==> src/rtl/cook_timer_if.sv <==
// Button and display bundle for the cook timer controller.
// master drives the buttons, slave is the controller side.
interface cook_timer_if;
    logic       btn_start;
    logic       btn_clear;
    logic       btn_inc_min;
    logic       btn_inc_sec;
    logic [3:0] min10;
    logic [3:0] min1;
    logic [3:0] sec10;
    logic [3:0] sec1;
    logic [1:0] state;
    logic       alarm;
    logic       sec_tick;

    modport master (
        output btn_start, btn_clear, btn_inc_min, btn_inc_sec,
        input  min10, min1, sec10, sec1, state, alarm, sec_tick
    );

    modport slave (
        input  btn_start, btn_clear, btn_inc_min, btn_inc_sec,
        output min10, min1, sec10, sec1, state, alarm, sec_tick
    );
endinterface

==> src/rtl/cook_timer_ctrl.sv <==
// Kitchen countdown timer: MM:SS in BCD, start/pause/clear, alarm.
// Optional macro ALARM_TIMEOUT_EN: alarm clears after ALARM_SEC seconds.
module cook_timer_ctrl #(
    parameter int unsigned CLK_PER_USEC = 100,
    parameter int unsigned USEC_PER_SEC = 1000000,
    parameter int unsigned ALARM_SEC    = 10
) (
    input logic         clk,
    input logic         reset_p,
    cook_timer_if.slave bus
);

    localparam int unsigned TICKS = CLK_PER_USEC * USEC_PER_SEC;
    localparam int          PW    = (TICKS > 1) ? $clog2(TICKS) : 1;

    typedef enum logic [1:0] {
        S_IDLE  = 2'd0,
        S_RUN   = 2'd1,
        S_PAUSE = 2'd2,
        S_ALARM = 2'd3
    } state_t;

    // A zero-length alarm timeout has no meaning; reject it at elaboration.
    if (ALARM_SEC == 0) begin : g_bad_alarm_sec
        $error("ALARM_SEC must be at least 1");
    end

    state_t          state_q, state_d;
    logic [15:0]     time_q, time_d;
    logic [PW-1:0]   presc_q, presc_d;
    logic            alarm_q, alarm_d;
    logic            tick_q, tick_d;
    logic            presc_run, tick_now, any_btn;
    logic            act_clr, act_start, act_min, act_sec;
`ifdef ALARM_TIMEOUT_EN
    localparam int   AW = $clog2(ALARM_SEC + 1);
    logic [AW-1:0]   acnt_q, acnt_d;
`endif

    // +1 on a 00..59 BCD field, wrapping without carry.
    function automatic logic [7:0] inc60(input logic [7:0] v);
        logic [3:0] hi, lo;
        hi = v[7:4];
        lo = v[3:0];
        if (lo == 4'd9) begin
            lo = 4'd0;
            hi = (hi == 4'd5) ? 4'd0 : hi + 4'd1;
        end else begin
            lo = lo + 4'd1;
        end
        return {hi, lo};
    endfunction

    // -1 s on MM:SS; only called with a non-zero time.
    function automatic logic [15:0] dec_time(input logic [15:0] t);
        logic [3:0] a, b, c, d;
        {a, b, c, d} = t;
        if (d != 4'd0) begin
            d = d - 4'd1;
        end else if (c != 4'd0) begin
            c = c - 4'd1;
            d = 4'd9;
        end else begin
            c = 4'd5;
            d = 4'd9;
            if (b != 4'd0) begin
                b = b - 4'd1;
            end else begin
                a = a - 4'd1;
                b = 4'd9;
            end
        end
        return {a, b, c, d};
    endfunction

    // Button priority: clear > start > inc_min > inc_sec, one-hot result.
    assign act_clr   = bus.btn_clear;
    assign act_start = bus.btn_start & ~bus.btn_clear;
    assign act_min   = bus.btn_inc_min & ~bus.btn_start & ~bus.btn_clear;
    assign act_sec   = bus.btn_inc_sec & ~bus.btn_inc_min
                     & ~bus.btn_start & ~bus.btn_clear;
    assign any_btn   = bus.btn_clear | bus.btn_start
                     | bus.btn_inc_min | bus.btn_inc_sec;

`ifdef ALARM_TIMEOUT_EN
    assign presc_run = (state_q == S_RUN) || (state_q == S_ALARM);
`else
    assign presc_run = (state_q == S_RUN);
`endif
    assign tick_now  = presc_run && (presc_q == PW'(TICKS - 1));

    // Next-state, time, prescaler and flag logic.
    always_comb begin
        state_d = state_q;
        time_d  = time_q;
        presc_d = presc_q;
        tick_d  = 1'b0;
`ifdef ALARM_TIMEOUT_EN
        acnt_d  = acnt_q;
`endif
        if (presc_run) begin
            presc_d = tick_now ? '0 : presc_q + PW'(1);
        end
        unique case (state_q)
            S_IDLE: begin
                unique case (1'b1)
                    act_clr:   time_d = '0;
                    act_start: if (time_q != '0) state_d = S_RUN;
                    act_min:   time_d[15:8] = inc60(time_q[15:8]);
                    act_sec:   time_d[7:0]  = inc60(time_q[7:0]);
                    default: ;
                endcase
            end
            S_RUN: begin
                unique case (1'b1)
                    act_clr: begin
                        state_d = S_IDLE;
                        time_d  = '0;
                    end
                    act_start: state_d = S_PAUSE;
                    default: begin
                        if (tick_now && !any_btn) begin
                            time_d = dec_time(time_q);
                            tick_d = 1'b1;
                            if (time_q == 16'h0001) begin
                                state_d = S_ALARM;
`ifdef ALARM_TIMEOUT_EN
                                acnt_d  = '0;
`endif
                            end
                        end
                    end
                endcase
            end
            S_PAUSE: begin
                unique case (1'b1)
                    act_clr: begin
                        state_d = S_IDLE;
                        time_d  = '0;
                    end
                    act_start: state_d = S_RUN;
                    default: ;
                endcase
            end
            S_ALARM: begin
                if (any_btn) begin
                    state_d = S_IDLE;
                    time_d  = '0;
`ifdef ALARM_TIMEOUT_EN
                end else if (tick_now) begin
                    tick_d = 1'b1;
                    if (acnt_q == AW'(ALARM_SEC - 1)) begin
                        state_d = S_IDLE;
                        time_d  = '0;
                    end else begin
                        acnt_d = acnt_q + AW'(1);
                    end
`endif
                end
            end
            default: ;
        endcase
        if (state_d == S_IDLE) begin
            presc_d = '0;
        end
        if (state_d == S_RUN && state_q != S_RUN) begin
            presc_d = '0;
        end
        alarm_d = (state_d == S_ALARM);
    end

    // State and output registers.
    always_ff @(posedge clk or posedge reset_p) begin
        if (reset_p) begin
            state_q <= S_IDLE;
            time_q  <= '0;
            presc_q <= '0;
            alarm_q <= 1'b0;
            tick_q  <= 1'b0;
`ifdef ALARM_TIMEOUT_EN
            acnt_q  <= '0;
`endif
        end else begin
            state_q <= state_d;
            time_q  <= time_d;
            presc_q <= presc_d;
            alarm_q <= alarm_d;
            tick_q  <= tick_d;
`ifdef ALARM_TIMEOUT_EN
            acnt_q  <= acnt_d;
`endif
        end
    end

    assign bus.min10    = time_q[15:12];
    assign bus.min1     = time_q[11:8];
    assign bus.sec10    = time_q[7:4];
    assign bus.sec1     = time_q[3:0];
    assign bus.state    = state_q;
    assign bus.alarm    = alarm_q;
    assign bus.sec_tick = tick_q;

endmodule

==> src/flat_wrapper.sv <==
// flat-port wrapper written by rule: the top's interface ports become plain ports
module cook_timer_ctrl_flat 
#(
    parameter int unsigned CLK_PER_USEC = 100,
    parameter int unsigned USEC_PER_SEC = 1000000,
    parameter int unsigned ALARM_SEC    = 10
)
  (clk, reset_p, bus_btn_start, bus_btn_clear, bus_btn_inc_min, bus_btn_inc_sec, bus_min10, bus_min1, bus_sec10, bus_sec1, bus_state, bus_alarm, bus_sec_tick);
  cook_timer_if bus_i ();
  input logic clk;
  input logic reset_p;
  input wire logic [$bits(bus_i.btn_start)-1:0] bus_btn_start;
  input wire logic [$bits(bus_i.btn_clear)-1:0] bus_btn_clear;
  input wire logic [$bits(bus_i.btn_inc_min)-1:0] bus_btn_inc_min;
  input wire logic [$bits(bus_i.btn_inc_sec)-1:0] bus_btn_inc_sec;
  output wire logic [$bits(bus_i.min10)-1:0] bus_min10;
  output wire logic [$bits(bus_i.min1)-1:0] bus_min1;
  output wire logic [$bits(bus_i.sec10)-1:0] bus_sec10;
  output wire logic [$bits(bus_i.sec1)-1:0] bus_sec1;
  output wire logic [$bits(bus_i.state)-1:0] bus_state;
  output wire logic [$bits(bus_i.alarm)-1:0] bus_alarm;
  output wire logic [$bits(bus_i.sec_tick)-1:0] bus_sec_tick;
  assign bus_i.btn_start = bus_btn_start;
  assign bus_i.btn_clear = bus_btn_clear;
  assign bus_i.btn_inc_min = bus_btn_inc_min;
  assign bus_i.btn_inc_sec = bus_btn_inc_sec;
  assign bus_min10 = bus_i.min10;
  assign bus_min1 = bus_i.min1;
  assign bus_sec10 = bus_i.sec10;
  assign bus_sec1 = bus_i.sec1;
  assign bus_state = bus_i.state;
  assign bus_alarm = bus_i.alarm;
  assign bus_sec_tick = bus_i.sec_tick;
  cook_timer_ctrl #(.CLK_PER_USEC(CLK_PER_USEC), .USEC_PER_SEC(USEC_PER_SEC), .ALARM_SEC(ALARM_SEC)) u_core (.clk(clk), .reset_p(reset_p), .bus(bus_i));
endmodule
==> config.mk <==
export PLATFORM = sky130hd
export DESIGN_NAME = cook_timer_ctrl_flat
export DESIGN_NICKNAME = d
export VERILOG_FILES = /design/src/rtl/cook_timer_if.sv /design/src/rtl/cook_timer_ctrl.sv /design/src/flat_wrapper.sv
export SDC_FILE = /design/constraint.sdc
export NUM_CORES = 1
export LEC_CHECK = 0
export ABC_CLOCK_PERIOD_IN_PS = 2100
export BUFFER_PORTS_ARGS = -buffer_cell sky130_fd_sc_hd__clkbuf_2
export CAP_MARGIN = 40
export CORE_MARGIN = 2
export CORE_UTILIZATION = 42
export CTS_CLUSTER_DIAMETER = 100
export DETAILED_ROUTE_END_ITERATION = 12
export SYNTH_ARGS = -nofsm -noshare
export SYNTH_HDL_FRONTEND = slang
export SYNTH_SLANG_ARGS = --single-unit
==> constraint.sdc <==
create_clock -name clk -period 2.1 [get_ports clk]
set_input_delay 0.21 -clock clk [delete_from_list [all_inputs] [get_ports clk]]
set_output_delay 0.21 -clock clk [all_outputs]
set_load 0.05 [all_outputs]
==> results.toml <==
[place]
dp_slack_ps = -16.9
gp_routability_congestion = 0.883
place_hpwl_um = 6550
place_area_sq_um = 4080
io_buffers = 25

[global_route]
global_route.usage.met3_pct = 2.50
initial_antenna_violation_count = 0
global_route.usage.met2_pct = 37.1
grt.busiest_layer = "met2"
groute.layer.met1.usage_pct = 30.3
globalRouteTotalUtil_pct = 21.9
overflow = 0
grt_max_degree = 32
grt_pass1_vias = 3203
grt_pass1_wl_um = 15400

[setup_path]
r2r.worst_path.cells = 6
cp_data_arrival_time_ps = 2340
worst_setup_path_startpoint = "u_core.presc_q[10]"
rr_startpoint = "u_core.presc_q[10]"
critPathKind = "flop to flop"
cp-start-kind = "flop"
critical_path_peak_fanout = 9
worst_setup_ep_type = "flop"
cp_data_required_time_ps = 2290

[cts]
total_number_of_clock_tree_sinks = 47
clock_path_buffers = 2
path_clk_slew_ps = 90
worst_skew_late_latency_ps = 310
post_cts_hold_buffer_count = 0
cts_htree_levels = 2
cts_tree = "done"
cts_made_buffers = 5
cts-root-buf = "sky130_fd_sc_hd__clkbuf_8"

[finish]
final_area_sq_um = 4400
insertedDiodeCount = 0
syn2layout_area_growth_pct = 31.6
sequential_cell_area_sq_um = 1180
drive_gt1_share_pct = 33.5
final_net_count = 488
layout.filler_cells = 748
multi_input_area_sq_um = 2220

[yosys]
synthDominantAreaCellType = "sky130_fd_sc_hd__dfrtp_1"
post_synth_inst_count = 384
post_synth_top_area_share_pct = 35.2
mappedNetlistNets = 403
async_reset_ff_share_pct = 100
ys_warn_count = 0
post_synth_main_area_contributors = "sky130_fd_sc_hd__dfrtp_1 35%, sky130_fd_sc_hd__ha_1 4.9%, sky130_fd_sc_hd__o21ai_0 4.5%"
synth-main-ff-cell = "sky130_fd_sc_hd__dfrtp_1"
synth_edf_count = 0
synth_cell_type_count = 60
seq_area_frac_synth_pct = 35.2
synth_area_per_cell_sq_um = 8.70
ys_seq_elements = 47
syn_area_sq_um = 3340

[drt]
finalWirelength_um = 9230
avgViaCountPerCell = 5.81
detail_route.iter0.violations = 197
detailedRoute.firstPassIterationCount = 4
drt.antenna.violating_nets = 0
routed-via-count = 3315
post_route_drc = 0
routed_wire_length_per_instance_um = 16.2

[die]
top_level_ports = 26
start_util_pct = 43.2
rows = 32
design.core.area_sq_um = 7730
die_w_um = 93.2
die-area_sq_um = 8680
die_height_um = 93.2

[outcome]
run_status = "complete, but fails checks"
violations = "negative hold slack, negative setup slack"

[timing]
fin_worst_hold_slack_ps = -21.3
timing_worst_slew_pin_value_ps = 676
grt_setup_unrepaired = "true"
hold_violations = 29
slew_viol_final = 0
worst_clock_skew_ps = 10.2
fin_crit_sh_pct = 102
fin_setup_tns_ps = -109
finalWorstPathRequiredPeriod_ps = 2150
setup_violations = 4
worst_slew_margin_rel_pct = 54.8
min_setup_slack_post_route_ps = -46.6
maxClockFrequency_ghz = 0.466

[power_and_ir_drop]
total_power_uw = 3920
vdd_ir_drop_max_mv = 0.540
power.density_cell_area_nw_per_um2 = 891
p_leak_uw = 0.00200

[min_path]
worstHoldPathType = "primary input to asynchronous set/reset pin"

[flow_run]
maxCapViolations = 0
## where the power goes
group          internal, uW  switching, uW
sequential             1010            146
clock                   350            316
combinational           847           1250
total                  2210           1710
## metrics by stage
| stage | utilization (%) | std cells |
|---|---|---|
| CTS | 54.4 | 566 |
| floorplan | - | 384 |
| global route | 56.9 | 571 |
| finish | 56.9 | 571 |
| detailed placement | 52.7 | 558 |
| global placement | 52.7 | 558 |
## kinds of logic after synthesis
logic type	synth area share, %
flops	35.2
xor+xnor	0.787
mux	4.08
simple gates	28.0
compound gates	22.8
buf+inv	4.27
fa+ha+maj	4.87
## timing repair
action / 4_1_cts / 5_1_grt
endpoints found under the setup margin: 5 / 23
pin swaps: 3 / 7
setup buffers: 1 / 6
cloned: 0 / 0
gates resized for setup: 3 / 26
## synth_stat cells (2+ instances only)
cell type / n
sky130_fd_sc_hd__nor3_1: 19
sky130_fd_sc_hd__o41ai_1: 5
sky130_fd_sc_hd__dfrtp_1: 47
sky130_fd_sc_hd__buf_2: 6
sky130_fd_sc_hd__and4_1: 3
sky130_fd_sc_hd__nand3_4: 2
sky130_fd_sc_hd__mux2i_1: 8
sky130_fd_sc_hd__a32oi_1: 3
sky130_fd_sc_hd__nand2_1: 31
sky130_fd_sc_hd__nor4b_1: 2
sky130_fd_sc_hd__nor3b_1: 3
sky130_fd_sc_hd__or3b_1: 2
sky130_fd_sc_hd__nor2_1: 34
sky130_fd_sc_hd__nand3_1: 21
sky130_fd_sc_hd__mux2_2: 3
sky130_fd_sc_hd__xnor2_1: 2
sky130_fd_sc_hd__o211ai_1: 2
sky130_fd_sc_hd__a22o_1: 3
sky130_fd_sc_hd__nor4_4: 3
sky130_fd_sc_hd__a21o_1: 17
sky130_fd_sc_hd__and3_1: 7
sky130_fd_sc_hd__clkbuf_1: 14
sky130_fd_sc_hd__o21ai_0: 30
sky130_fd_sc_hd__a21oi_1: 8
sky130_fd_sc_hd__a221oi_1: 2
sky130_fd_sc_hd__o31ai_1: 10
sky130_fd_sc_hd__o22a_1: 4
sky130_fd_sc_hd__a211oi_1: 4
sky130_fd_sc_hd__inv_1: 16
sky130_fd_sc_hd__nand4_1: 8
sky130_fd_sc_hd__nand3b_1: 2
sky130_fd_sc_hd__mux2_1: 2
sky130_fd_sc_hd__nor4_1: 6
sky130_fd_sc_hd__nand2b_1: 2
sky130_fd_sc_hd__or2_2: 2
sky130_fd_sc_hd__ha_1: 13
sky130_fd_sc_hd__a31oi_1: 6
sky130_fd_sc_hd__o22ai_1: 5
sky130_fd_sc_hd__or4_4: 3
sky130_fd_sc_hd__or4_1: 4
## metal layers
metal	vias up	routed length (um)	share of wire, %
met4	0	135	1.5
met1	1609	4330	47
li1	1615	-	-
met3	19	314	3.4
met2	72	4450	48
met5	-	0	0
## flip-flops by register name, summed over array words and instances (netlist names)
name / count
u_core.bus.alarm: 1
u_core.bus.sec_tick: 1
u_core.presc_q: 27
u_core.bus.state: 2
u_core.time_q: 16
## cell usage in the layout (no fill, tap or decap), types with 5 or more instances in the layout
cell	netlist	layout
sky130_fd_sc_hd__a31oi_1	6	6
sky130_fd_sc_hd__nand3_1	21	21
sky130_fd_sc_hd__nand2_1	31	29
sky130_fd_sc_hd__nor2_1	34	34
sky130_fd_sc_hd__a21oi_1	8	8
sky130_fd_sc_hd__clkbuf_8	0	5
sky130_fd_sc_hd__dfrtp_1	47	41
sky130_fd_sc_hd__ha_1	13	10
sky130_fd_sc_hd__a21o_1	17	16
sky130_fd_sc_hd__buf_4	0	68
sky130_fd_sc_hd__o31ai_1	10	5
sky130_fd_sc_hd__and3_1	7	7
sky130_fd_sc_hd__nor3_1	19	17
sky130_fd_sc_hd__nor4_1	6	6
sky130_fd_sc_hd__dfrtp_2	0	6
sky130_fd_sc_hd__o21ai_0	30	29
sky130_fd_sc_hd__inv_2	0	5
sky130_fd_sc_hd__nand4_1	8	8
sky130_fd_sc_hd__clkbuf_2	0	25
sky130_fd_sc_hd__inv_1	16	11
sky130_fd_sc_hd__mux2i_1	8	8
## critical path, cell delays in order (launching register included)
cell and delay, ps:
sky130_fd_sc_hd__dfrtp_1 390, sky130_fd_sc_hd__or4_4 540, sky130_fd_sc_hd__nor4_4 230, sky130_fd_sc_hd__a21o_2 330, sky130_fd_sc_hd__buf_4 200, sky130_fd_sc_hd__o21ai_0 90, sky130_fd_sc_hd__a22o_1 240
## worst paths after layout
check                                 endpoint  slack (ps)
min                         u_core.presc_q[10]         -20
min reg2reg                 u_core.presc_q[15]         540
min in group clk           u_core.bus.state[0]         290
max                          u_core.presc_q[5]         -50
max reg2reg                  u_core.presc_q[5]         -50
max in group asynchronous   u_core.presc_q[15]        1510
## cell type report
type,instances,area share (%)
clock buffer,6,1.65
timing repair buffer,98,16.0
inverter,16,1.37
sequential,47,26.9
multi-input combinational,301,50.5
clock inverter,1,0.683
tap,102,2.90
Note: power is estimated with default switching activity, not from simulation.
